<file path="src/rtl/fetch_stage_if.sv">
// Fetch-stage bus: icache request/response, hazard and redirect controls
// coming in, and the IF/ID latch feed going out.
interface fetch_stage_if;
    logic        iREN;
    logic [31:0] iaddr;
    logic [31:0] iload;
    logic        ihit;
    logic        stall;
    logic        redirect;
    logic [31:0] redirect_pc;
    logic        halt;
    logic [31:0] instru;
    logic [31:0] nPC;
    logic        deen;
    logic        flush;

    // master: the fetch stage itself
    modport master (
        output iREN, iaddr, instru, nPC, deen, flush,
        input  iload, ihit, stall, redirect, redirect_pc, halt
    );

    // slave: icache, hazard unit and IF/ID latch seen as one environment
    modport slave (
        input  iREN, iaddr, instru, nPC, deen, flush,
        output iload, ihit, stall, redirect, redirect_pc, halt
    );
endinterface

</file>
<file path="src/rtl/fetch_stage.sv">
// Instruction-fetch stage: owns the PC, reads the icache, absorbs decode
// stalls in a one-entry hold buffer, handles redirects and halt.
module fetch_stage #(
    parameter logic [31:0] PC_INIT = 32'h0000_0000,
    parameter int          WORD_W  = 32
) (
    input  logic          CLK,
    input  logic          RST,
    fetch_stage_if.master bus
);

    typedef enum logic [1:0] {
        RUN    = 2'd0,
        HOLD   = 2'd1,
        HALTED = 2'd2
    } state_t;

    state_t             state_reg, state_next;
    logic [WORD_W-1:0]  pc_reg, pc_next;
    logic [WORD_W-1:0]  hold_instr_reg, hold_instr_next;
    logic [WORD_W-1:0]  hold_pc_reg, hold_pc_next;
    logic [WORD_W-1:0]  pc_plus4;
    logic [WORD_W-1:0]  hold_pc_plus4;

    logic               iren;
    logic [WORD_W-1:0]  instru;
    logic [WORD_W-1:0]  npc;
    logic               deen;
    logic               flush;

    assign pc_plus4      = pc_reg + WORD_W'(4);
    assign hold_pc_plus4 = hold_pc_reg + WORD_W'(4);

    always_comb begin
        state_next      = state_reg;
        pc_next         = pc_reg;
        hold_instr_next = hold_instr_reg;
        hold_pc_next    = hold_pc_reg;
        iren            = 1'b0;
        instru          = '0;
        npc             = '0;
        deen            = 1'b0;
        flush           = 1'b0;

        case (state_reg)
            RUN: begin
                iren   = 1'b1;
                instru = bus.iload;
                npc    = pc_plus4;
            end
            HOLD: begin
                instru = hold_instr_reg;
                npc    = hold_pc_plus4;
            end
            default: ;
        endcase

        if (bus.redirect) begin
            // Redirect wins over everything; a same-cycle hit is stale.
            flush           = 1'b1;
            pc_next         = {bus.redirect_pc[WORD_W-1:2], 2'b00};
            hold_instr_next = '0;
            hold_pc_next    = '0;
            state_next      = RUN;
        end else if (bus.halt && (state_reg != HALTED)) begin
            // Anything held is younger than the halt, so it is dropped.
            hold_instr_next = '0;
            hold_pc_next    = '0;
            state_next      = HALTED;
        end else begin
            case (state_reg)
                RUN: begin
                    if (bus.ihit) begin
                        pc_next = pc_plus4;
                        if (bus.stall) begin
                            hold_instr_next = bus.iload;
                            hold_pc_next    = pc_reg;
                            state_next      = HOLD;
                        end else begin
                            deen = 1'b1;
                        end
                    end
                end
                HOLD: begin
                    if (!bus.stall) begin
                        deen       = 1'b1;
                        state_next = RUN;
                    end
                end
                default: ;
            endcase
        end

        // Outputs are forced quiet for as long as reset is held.
        if (RST) begin
            iren   = 1'b0;
            instru = '0;
            npc    = '0;
            deen   = 1'b0;
            flush  = 1'b0;
        end
    end

    always_ff @(posedge CLK or posedge RST) begin
        if (RST) begin
            state_reg      <= RUN;
            pc_reg         <= PC_INIT;
            hold_instr_reg <= '0;
            hold_pc_reg    <= '0;
        end else begin
            state_reg      <= state_next;
            pc_reg         <= pc_next;
            hold_instr_reg <= hold_instr_next;
            hold_pc_reg    <= hold_pc_next;
        end
    end

    assign bus.iREN   = iren;
    assign bus.iaddr  = pc_reg;
    assign bus.instru = instru;
    assign bus.nPC    = npc;
    assign bus.deen   = deen;
    assign bus.flush  = flush;

endmodule

</file>
<file path="src/flat_wrapper.sv">
// flat-port wrapper written by rule: the top's interface ports become plain ports
module fetch_stage_flat 
#(
    parameter logic [31:0] PC_INIT = 32'h0000_0000,
    parameter int          WORD_W  = 32
)
  (CLK, RST, bus_iREN, bus_iaddr, bus_instru, bus_nPC, bus_deen, bus_flush, bus_iload, bus_ihit, bus_stall, bus_redirect, bus_redirect_pc, bus_halt);
  fetch_stage_if bus_i ();
  input  logic CLK;
  input  logic RST;
  output wire logic [$bits(bus_i.iREN)-1:0] bus_iREN;
  output wire logic [$bits(bus_i.iaddr)-1:0] bus_iaddr;
  output wire logic [$bits(bus_i.instru)-1:0] bus_instru;
  output wire logic [$bits(bus_i.nPC)-1:0] bus_nPC;
  output wire logic [$bits(bus_i.deen)-1:0] bus_deen;
  output wire logic [$bits(bus_i.flush)-1:0] bus_flush;
  input wire logic [$bits(bus_i.iload)-1:0] bus_iload;
  input wire logic [$bits(bus_i.ihit)-1:0] bus_ihit;
  input wire logic [$bits(bus_i.stall)-1:0] bus_stall;
  input wire logic [$bits(bus_i.redirect)-1:0] bus_redirect;
  input wire logic [$bits(bus_i.redirect_pc)-1:0] bus_redirect_pc;
  input wire logic [$bits(bus_i.halt)-1:0] bus_halt;
  assign bus_iREN = bus_i.iREN;
  assign bus_iaddr = bus_i.iaddr;
  assign bus_instru = bus_i.instru;
  assign bus_nPC = bus_i.nPC;
  assign bus_deen = bus_i.deen;
  assign bus_flush = bus_i.flush;
  assign bus_i.iload = bus_iload;
  assign bus_i.ihit = bus_ihit;
  assign bus_i.stall = bus_stall;
  assign bus_i.redirect = bus_redirect;
  assign bus_i.redirect_pc = bus_redirect_pc;
  assign bus_i.halt = bus_halt;
  fetch_stage #(.PC_INIT(PC_INIT), .WORD_W(WORD_W)) u_core (.CLK(CLK), .RST(RST), .bus(bus_i));
endmodule
</file>
<file path="config.mk">
export PLATFORM = sky130hd
export DESIGN_NAME = fetch_stage_flat
export DESIGN_NICKNAME = d
export VERILOG_FILES = /design/src/rtl/fetch_stage_if.sv /design/src/rtl/fetch_stage.sv /design/src/flat_wrapper.sv
export SDC_FILE = /design/constraint.sdc
export NUM_CORES = 1
export LEC_CHECK = 0
export BUFFER_PORTS_ARGS = -buffer_cell sky130_fd_sc_hd__buf_4
export CORE_ASPECT_RATIO = 0.9
export CORE_MARGIN = 8
export CORE_UTILIZATION = 45
export DETAILED_ROUTE_END_ITERATION = 8
export PLACE_DENSITY = 0.7
export SLEW_MARGIN = 15
export SYNTH_ARGS = -nofsm -noshare
export SYNTH_HDL_FRONTEND = slang
export SYNTH_SLANG_ARGS = --single-unit
</file>
<file path="constraint.sdc">
create_clock -name CLK -period 3.95 [get_ports CLK]
set_input_delay 0.1975 -clock CLK [delete_from_list [all_inputs] [get_ports CLK]]
set_output_delay 0.1975 -clock CLK [all_outputs]
set_load 0.05 [all_outputs]
</file>
==> results.json <==
{
  "status": "finished clean",
  "wl_per_cell_um": 19.2,
  "cp_slowest_cell": "nor4_2",
  "r2r_slack_ns": 1.47,
  "start_kind": "flop",
  "ff2ff_path_depth": 5,
  "antenna_found_initial": 0,
  "p_per_area_nw_per_um2": 343,
  "synth_mux_area_share_pct": 5.62,
  "slew_headroom_pct": 44.1,
  "drcViolationCount": 0,
  "path_max_fanout": 20,
  "initial_core_util_pct": 45.7,
  "ant_nets": 0,
  "yosysWarnings": 0,
  "fin_nets": 846,
  "post_cts_resized": 0,
  "layout_min_cycle_time_ns": 3.00,
  "crit_type": "reg2out",
  "multi_input_area_um2": 3370,
  "place_hpwl_um": 12900,
  "leakagePower_uw": 0.00323,
  "syn-mean-instance-area_um2": 9.34,
  "synth_flop_cell": "dfrtp_1",
  "hold_path.class": "in2async",
  "grt_usage_pct": 20.7,
  "drive_gt1_share_pct": 27.6,
  "viasPerCell": 5.80,
  "wirelength_um": 18100,
  "critical_path.max_stage_delay_ns": 0.53,
  "slew_violations": 0,
  "first_global_vias": 5513,
  "synth_top_family_by_area": "simple AND/OR/NAND/NOR gates",
  "cts_num_sinks": 95,
  "die_w_um": 138,
  "synth-adder-area-share_pct": 0.413,
  "root_buffer": "clkbuf_16",
  "grt_max_degree": 67,
  "synth_edf_count": 0,
  "drt_iter0_drc": 512,
  "grt_pass1_wl_um": 29700,
  "crit_buf_inv": 1,
  "critPathArrivalTime_ns": 2.80,
  "cp_top_family": "simple AND/OR/NAND/NOR gates",
  "clk_latency_ns": 0.35,
  "ys_seq_area_share_pct": 39.2,
  "largest_reg_flops": 32,
  "r2r-end": "u_core.bus.iaddr[30]",
  "overflow": 0,
  "gp_congestion": 0.885,
  "crit_start": "u_core.bus.iaddr[6]",
  "grt_setup_unrepaired": "false",
  "cts_buffer_depth": 2,
  "finClkSkew_ns": 0.0121,
  "synth_compound_area_share_pct": 17.2,
  "final.setup.tns_ns": 0,
  "die_h_um": 126,
  "hold_violations": 0,
  "dp.cells": 931,
  "synthSimpleGateAreaFrac_pct": 21.4,
  "postCtsHoldBufs": 0,
  "max_cap_viol_count": 0,
  "synthArstFlopShare_pct": 100,
  "max_freq_ghz": 0.333,
  "critPathCapture": "bus_nPC[30]",
  "fill_cells": 1196,
  "crit_cells": 6,
  "final_cell_count_no_fill": 946,
  "netlist_area_um2": 6060,
  "num_antenna_cells": 0,
  "cts_setup_buffers": 0,
  "vdd.ir_drop.worst_mv": 0.191,
  "yosysUniqueCellTypes": 50,
  "port_buffers": 164,
  "synth_xor_area_share_pct": 10.7,
  "max_slew.worst_pin.slew_ns": 0.831,
  "post-route-period-util_pct": 75.9,
  "r2r_start": "u_core.bus.iaddr[6]",
  "rows": 40,
  "dieArea_um2": 17400,
  "crit_chain": "and3_1, nand4_4, nor4_2, xnor2_1, o22ai_1, buf_4",
  "htreeDepth": 3,
  "coreArea_um2": 13300,
  "cts_buffers": 9,
  "clkSlewWorstSetupHoldPaths_ns": 0.07,
  "ys_ff_latch": 95,
  "cts_tree": "yes",
  "endpoint_kind": "primary output",
  "syn_inst": 649,
  "route.vias.total": 5490,
  "io_pins": 169,
  "drtPass1Iterations": 7,
  "syn_to_final_growth_pct": 24.8,
  "regArea_um2": 2380,
  "cp_data_required_time_ns": 3.75,
  "setup_viol": 0
}
## metal layers
layer / GRT usage (%) / up-vias / part of all wire, %
met2: 33.7 / 221 / 47
met5: 0 / - / 0
li1: - / 2596 / -
met3: 4.02 / 28 / 5.7
met4: 7.28 / 0 / 2.0
met1: 26.9 / 2645 / 45
## power by group
group / total [uW] / internal (uW) / switching, uW
Combinational: 682 / 229 / 453
Clock: 815 / 428 / 387
Sequential: 1090 / 1010 / 80.9
Total: 2590 / 1670 / 921
## cell usage in the layout, fill, tap and decap left out, drive strengths merged, types with 3 or more instances in the layout
cell type / synthesis / routed
a211oi: 10 / 10
a21oi: 7 / 7
a22o: 62 / 62
and2: 4 / 4
and3: 12 / 12
and4: 7 / 7
buf: 34 / 173
clkbuf: 26 / 9
clkinvlp: 0 / 3
dfrtp: 95 / 95
inv: 7 / 8
mux2i: 34 / 34
nand2: 50 / 50
nand3: 22 / 22
nand4: 19 / 19
nor2: 66 / 66
nor2b: 4 / 4
nor3: 23 / 23
nor4: 17 / 17
o21ai: 37 / 37
o22ai: 14 / 14
o31a: 7 / 7
xnor2: 56 / 56
xor2: 18 / 18
## metrics by stage
stage	hold WS, ns	util (%)	power (uW)	instance area, um^2	setup slack (ns)
after global routing	0.0531	57.0	2710	7560	0.713
after CTS	0.0213	57.0	2610	7560	0.951
after global placement	0.388	55.0	1790	7290	1.41
final	0.0153	57.0	2590	7560	0.951
after floorplan	0.318	-	1560	6070	0.558
after detailed placement	0.399	55.0	1800	7290	1.34
## worst register-to-register path: stages (launching register included)
cell and delay, ns:
dfrtp_1 0.50, and3_1 0.47, nand4_4 0.43, nor4_2 0.54, a21boi_1 0.13, o31a_1 0.30
## cells by family (layout without fill, tap and decap cells)
kind of cell / Yosys count / count (layout)
mux: 34 / 34
simple gates: 232 / 232
flops: 95 / 95
other cells: 1 / 2
xor+xnor: 74 / 74
buf+inv: 67 / 195
fa+ha+maj: 2 / 2
compound gates: 144 / 144
## worst min path at each step
| stage | from | to | slack (ns) | depth (start not counted) |
|---|---|---|---|---|
| floorplan | bus_redirect_pc[2] | u_core.bus.iaddr[2] | 0.32 | 2 |
| global placement | RST | u_core.hold_pc_reg[30] | 0.39 | 3 |
| detailed placement | RST | u_core.hold_pc_reg[30] | 0.40 | 3 |
| CTS | RST | u_core.hold_instr_reg[8] | 0.02 | 3 |
| global route | bus_redirect_pc[10] | u_core.bus.iaddr[10] | 0.05 | 3 |
| finish | RST | u_core.hold_pc_reg[29] | 0.02 | 3 |
## cells in the mapped netlist (all sizes together) (12+ instances only)
cell type  number  area (um^2)
nand2          50          188
nor2           66          255
xor2           18          158
o22ai          14         87.6
nor4           17          159
nand3          22          110
nand4          19          170
nor3           23          145
o21ai          37          185
xnor2          56          490
and3           12         76.3
mux2i          34          340
buf            34          200
dfrtp          95         2380
a22o           62          543
clkbuf         26         97.6
## cell type report
type | count | share of cell area [%]
clock buffer | 9 | 2.98
clock inverter | 6 | 0.596
inverter | 7 | 0.397
multi-input combinational | 488 | 44.6
sequential | 95 | 31.5
tap | 168 | 2.78
timing repair buffer | 173 | 17.2
No activity file was read; power rests on OpenSTA's default activity.
